[config.mk]
export PLATFORM = sky130hd
export DESIGN_NAME = ram_port_arbiter
export DESIGN_NICKNAME = d
export VERILOG_FILES = /design/src/rtl/ram_port_arbiter.sv
export SDC_FILE = /design/constraint.sdc
export NUM_CORES = 1
export LEC_CHECK = 0
export BUFFER_PORTS_ARGS = -buffer_cell sky130_fd_sc_hd__clkbuf_2
export CAP_MARGIN = 5
export CORE_MARGIN = 10
export CORE_UTILIZATION = 35
export CTS_CLUSTER_DIAMETER = 80
export DETAILED_ROUTE_END_ITERATION = 10
export PLACE_DENSITY = 0.67
export SKIP_CTS_REPAIR_TIMING = 1
export SYNTH_ARGS = -nofsm -noshare
export SYNTH_HDL_FRONTEND = slang
export SYNTH_SLANG_ARGS = --single-unit
[constraint.sdc]
create_clock -name clk -period 2.6 [get_ports clk]
set_input_delay 0.13 -clock clk [delete_from_list [all_inputs] [get_ports clk]]
set_output_delay 0.13 -clock clk [all_outputs]
set_load 0.1 [all_outputs]
[src/rtl/ram_port_arbiter.sv]
// Two-requester arbiter in front of a 64x8 simple dual-port RAM: independent round-robin
// read/write arbitration plus a two-stage read response path. Optional: RAM_ARB_BYPASS_EN.
module ram_port_arbiter #(
  parameter int DATA_W = 8,
  parameter int ADDR_W = 6
) (
  input  logic              clk,
  input  logic              rst,
  input  logic              req_valid_0,
  input  logic              req_valid_1,
  output logic              req_ready_0,
  output logic              req_ready_1,
  input  logic              req_we_0,
  input  logic              req_we_1,
  input  logic [ADDR_W-1:0] req_addr_0,
  input  logic [ADDR_W-1:0] req_addr_1,
  input  logic [DATA_W-1:0] req_wdata_0,
  input  logic [DATA_W-1:0] req_wdata_1,
  output logic              rsp_valid_0,
  output logic              rsp_valid_1,
  output logic [DATA_W-1:0] rsp_rdata_0,
  output logic [DATA_W-1:0] rsp_rdata_1,
  output logic              ram_we,
  output logic [ADDR_W-1:0] ram_write_addr,
  output logic [DATA_W-1:0] ram_data,
  output logic [ADDR_W-1:0] ram_read_addr,
  input  logic [DATA_W-1:0] ram_q
);

  logic wr_req_0, wr_req_1, rd_req_0, rd_req_1;
  logic wr_gnt_0, wr_gnt_1, rd_gnt_0, rd_gnt_1;
  logic wr_ptr, rd_ptr;
  logic s1_valid, s1_id;
  logic [DATA_W-1:0] rsp_data;

  // The pointer names the requester that wins a tie; grants are masked during reset.
  always_comb begin
    wr_req_0 = req_valid_0 & req_we_0;
    wr_req_1 = req_valid_1 & req_we_1;
    rd_req_0 = req_valid_0 & ~req_we_0;
    rd_req_1 = req_valid_1 & ~req_we_1;
    wr_gnt_0 = ~rst & wr_req_0 & (~wr_req_1 | ~wr_ptr);
    wr_gnt_1 = ~rst & wr_req_1 & (~wr_req_0 | wr_ptr);
    rd_gnt_0 = ~rst & rd_req_0 & (~rd_req_1 | ~rd_ptr);
    rd_gnt_1 = ~rst & rd_req_1 & (~rd_req_0 | rd_ptr);
  end

  assign req_ready_0 = wr_gnt_0 | rd_gnt_0;
  assign req_ready_1 = wr_gnt_1 | rd_gnt_1;

  always_comb begin
    ram_we         = wr_gnt_0 | wr_gnt_1;
    ram_write_addr = '0;
    ram_data       = '0;
    ram_read_addr  = '0;
    if (wr_gnt_0) begin
      ram_write_addr = req_addr_0;
      ram_data       = req_wdata_0;
    end else if (wr_gnt_1) begin
      ram_write_addr = req_addr_1;
      ram_data       = req_wdata_1;
    end
    if (rd_gnt_0)      ram_read_addr = req_addr_0;
    else if (rd_gnt_1) ram_read_addr = req_addr_1;
  end

  always_ff @(posedge clk or posedge rst) begin
    if (rst) begin
      wr_ptr <= 1'b0;
      rd_ptr <= 1'b0;
    end else begin
      if (wr_gnt_0)      wr_ptr <= 1'b1;
      else if (wr_gnt_1) wr_ptr <= 1'b0;
      if (rd_gnt_0)      rd_ptr <= 1'b1;
      else if (rd_gnt_1) rd_ptr <= 1'b0;
    end
  end

  // Stage 1 tag lines up with ram_q, which the RAM registers on the same edge.
  always_ff @(posedge clk or posedge rst) begin
    if (rst) begin
      s1_valid <= 1'b0;
      s1_id    <= 1'b0;
    end else begin
      s1_valid <= rd_gnt_0 | rd_gnt_1;
      s1_id    <= rd_gnt_1;
    end
  end

`ifdef RAM_ARB_BYPASS_EN
  logic              s1_hit;
  logic [DATA_W-1:0] s1_wdata;

  always_ff @(posedge clk or posedge rst) begin
    if (rst) begin
      s1_hit   <= 1'b0;
      s1_wdata <= '0;
    end else begin
      s1_hit   <= ram_we & (rd_gnt_0 | rd_gnt_1) & (ram_write_addr == ram_read_addr);
      s1_wdata <= ram_data;
    end
  end

  assign rsp_data = s1_hit ? s1_wdata : ram_q;
`else
  assign rsp_data = ram_q;
`endif

  always_ff @(posedge clk or posedge rst) begin
    if (rst) begin
      rsp_valid_0 <= 1'b0;
      rsp_valid_1 <= 1'b0;
      rsp_rdata_0 <= '0;
      rsp_rdata_1 <= '0;
    end else begin
      rsp_valid_0 <= s1_valid & ~s1_id;
      rsp_valid_1 <= s1_valid & s1_id;
      if (s1_valid & ~s1_id) rsp_rdata_0 <= rsp_data;
      if (s1_valid & s1_id)  rsp_rdata_1 <= rsp_data;
    end
  end

endmodule

==> impl_metrics.tcl <==
set metrics [dict create \
    htree_levels 1 \
    clk_pin_slew_worst_paths_ns 0.12 \
    cts_made_buffers 3 \
    worstMarginPinSlew_ns 0.555 \
    critPathKind "in -> out" \
    cp_num_cells 6 \
    gr-total-overflow 0 \
    die_area_um2 6030 \
    whs_ns 0.0477 \
    drcViolationCount 0 \
    avgSynthCellArea_um2 12.4 \
    final_nets 221 \
    clock-sinks 22 \
    slew_headroom_pct 63.1 \
    hpwl_mm 3.18 \
    port_buffers 82 \
    status "finished clean" \
    vias_per_cell 5.09 \
    antenna_found_initial 0 \
    fmax_mhz 462 \
    finalSetupViolations 0 \
    period_minus_slack_ns 2.16 \
    grt_pass1_wl_mm 5.87 \
    syn_inst 94 \
    synth_top_cells_by_area "dfrtp_1, mux2_2, a22o_1, o2bb2ai_1, a32o_1" \
    max_cap_violations 0 \
    drt-total-wl_mm 3.69 \
    hold_path_class "in -> reg" \
    ys.warnings.count 0 \
    tritoncts "done" \
    synth-edff-count 0 \
    crit_chain "dlygate4sd3_1 > clkbuf_2 > inv_1 > nand2_1 > a2bb2o_4 > clkbuf_2" \
    synthArstFlopShare_pct 100 \
    initial_core_util_pct 37.2 \
    die_w_um 77.6 \
    grt_max_degree 22 \
    via_count 1131 \
    min_delay_path_depth 2 \
    cts.path.max_buffers 2 \
    cp.arrival_ns 2.03 \
    area_growth_pct 43.8 \
    synth_top_area_share_pct 47.4 \
    yosysSeqAreaShare_pct 47.4 \
    coreArea_um2 3130 \
    grt_pass1_vias 1283 \
    drt_first_pass_iters 4 \
    cp_max_fo 15 \
    ys_top_cells_by_count "dfrtp_1, mux2_2, nand2_1" \
    drive_above_1_share_pct 64.0 \
    synth_top_area_cell "dfrtp_1" \
    setup_tns_ns 0 \
    grt_usage_pct 11.8 \
    reg2reg_depth 2 \
    clkLatencyLatePin_ns 0.31 \
    pwr_density_cell_nw_per_um2 927 \
    ys_types 28 \
    critPathTopFamily "buffers and inverters" \
    cts_root_buf "clkbuf_4" \
    syn_area_um2 1160 \
    rsz0062_at_grt "false" \
    place.gp.congestion 0.807 \
    ys_ff_latch 22 \
    antenna_left 0 \
    clock_skew_ns 0.0142 \
    peakVddDrop_mv 0.291 \
    die_y_um 77.6 \
    path_buf_inv 4 \
    crit_top_cell "clkbuf_2" \
    hold_violations 0 \
    r2r_slack_ns 1.36 \
    setup_slack_ns 0.438 \
    rows 20 \
    required_ns 2.47 \
    synth_ff_type "dfrtp_1" \
    critPathMaxStageDelay_ns 0.53 \
    nFillCells 280 \
    dp_slack_ns 0.912 \
    leakage_nw 0.880 \
    wl_per_cell_um 16.6 \
    ioPinCount 83 \
    n_antenna_cell 0 \
    yosysMostFrequentCell "dfrtp_1" \
    drt_iter0_drc 35 \
    start_kind "primary input" \
    end_kind "primary output" \
    critical_path.slowest_cell "dlygate4sd3_1" \
    synth_fp_nets 136 \
    slew_viol_final 0 \
    fin_crit_sh_pct 83.2 \
]
## state kept, by name (all words and copies together) (netlist names)
signal,cells
rsp_rdata_1,8
s1_valid,1
rsp_valid_1,1
rsp_valid_0,1
s1_id,1
wr_ptr,1
rsp_rdata_0,8
rd_ptr,1
## cells in the final DEF (no fill, tap or decap), types with 2 or more instances in the layout
master / instances
o2bb2ai_1: 5
clkbuf_4: 3
a22o_1: 8
a21oi_1: 2
clkbuf_2: 82
mux2_2: 15
inv_1: 3
dfrtp_1: 22
nand2_1: 9
a31oi_1: 3
nand2b_1: 2
a32o_1: 4
a32o_2: 2
## metrics by stage
stage	cell area [um^2]	power [mW]	util (%)	cells
2_1_floorplan	1160	1.16	-	94
3_3_place_gp	1610	1.29	51.4	217
3_5_place_dp	1610	1.31	51.4	217
4_1_cts	1660	1.57	53.1	221
5_1_grt	1670	1.61	53.4	222
6_report	1670	1.55	53.4	222
## cells by family after synthesis
family	share of synthesized area [%]
compound gates	24.9
flops	47.4
simple gates	8.72
mux	15.5
buf+inv	3.55
## layer usage
layer / up-vias / routed length [um] / GRT usage [%]
met1: 525 / 1360 / 11.4
met4: 0 / 39 / 4.38
li1: 531 / - / -
met5: - / 0 / 0
met2: 71 / 1650 / 19.1
met3: 4 / 638 / 8.64
## where the power goes
group / leakage (nW) / total [mW] / internal (mW) / switching [mW]
Combinational: 0.590 / 0.845 / 0.148 / 0.698
Clock: 0.0279 / 0.257 / 0.156 / 0.101
Sequential: 0.262 / 0.448 / 0.410 / 0.0383
## cell type report
type / instances / area, um^2 / share of cell area, %
clock inverters: 1 / 30.0 / 1.80
inverters: 4 / 15.0 / 0.898
clock buffers: 3 / 22.5 / 1.35
flip-flops and latches: 22 / 551 / 32.9
well taps: 44 / 55.1 / 3.29
repair buffers: 84 / 428 / 25.6
multi-input cells: 64 / 571 / 34.1
## worst register-to-register path: cells and delay by family, from the launching register on
| family | cells | cell delay (ns) |
|---|---|---|
| flops | 1 | 0.40 |
| simple gates | 1 | 0.33 |
| mux | 1 | 0.39 |
## final timing paths
path,from,to
worst max-delay path,rst,ram_read_addr[4]
worst min-delay path,ram_q[3],rsp_rdata_0[3]
worst max register to register,s1_valid,rsp_rdata_0[5]
worst min register to register,rsp_rdata_1[3],rsp_rdata_1[3]
max in group asynchronous,rst,rsp_rdata_0[5]
min in group asynchronous,rst,wr_ptr
Power figures use the tool's default switching activity.
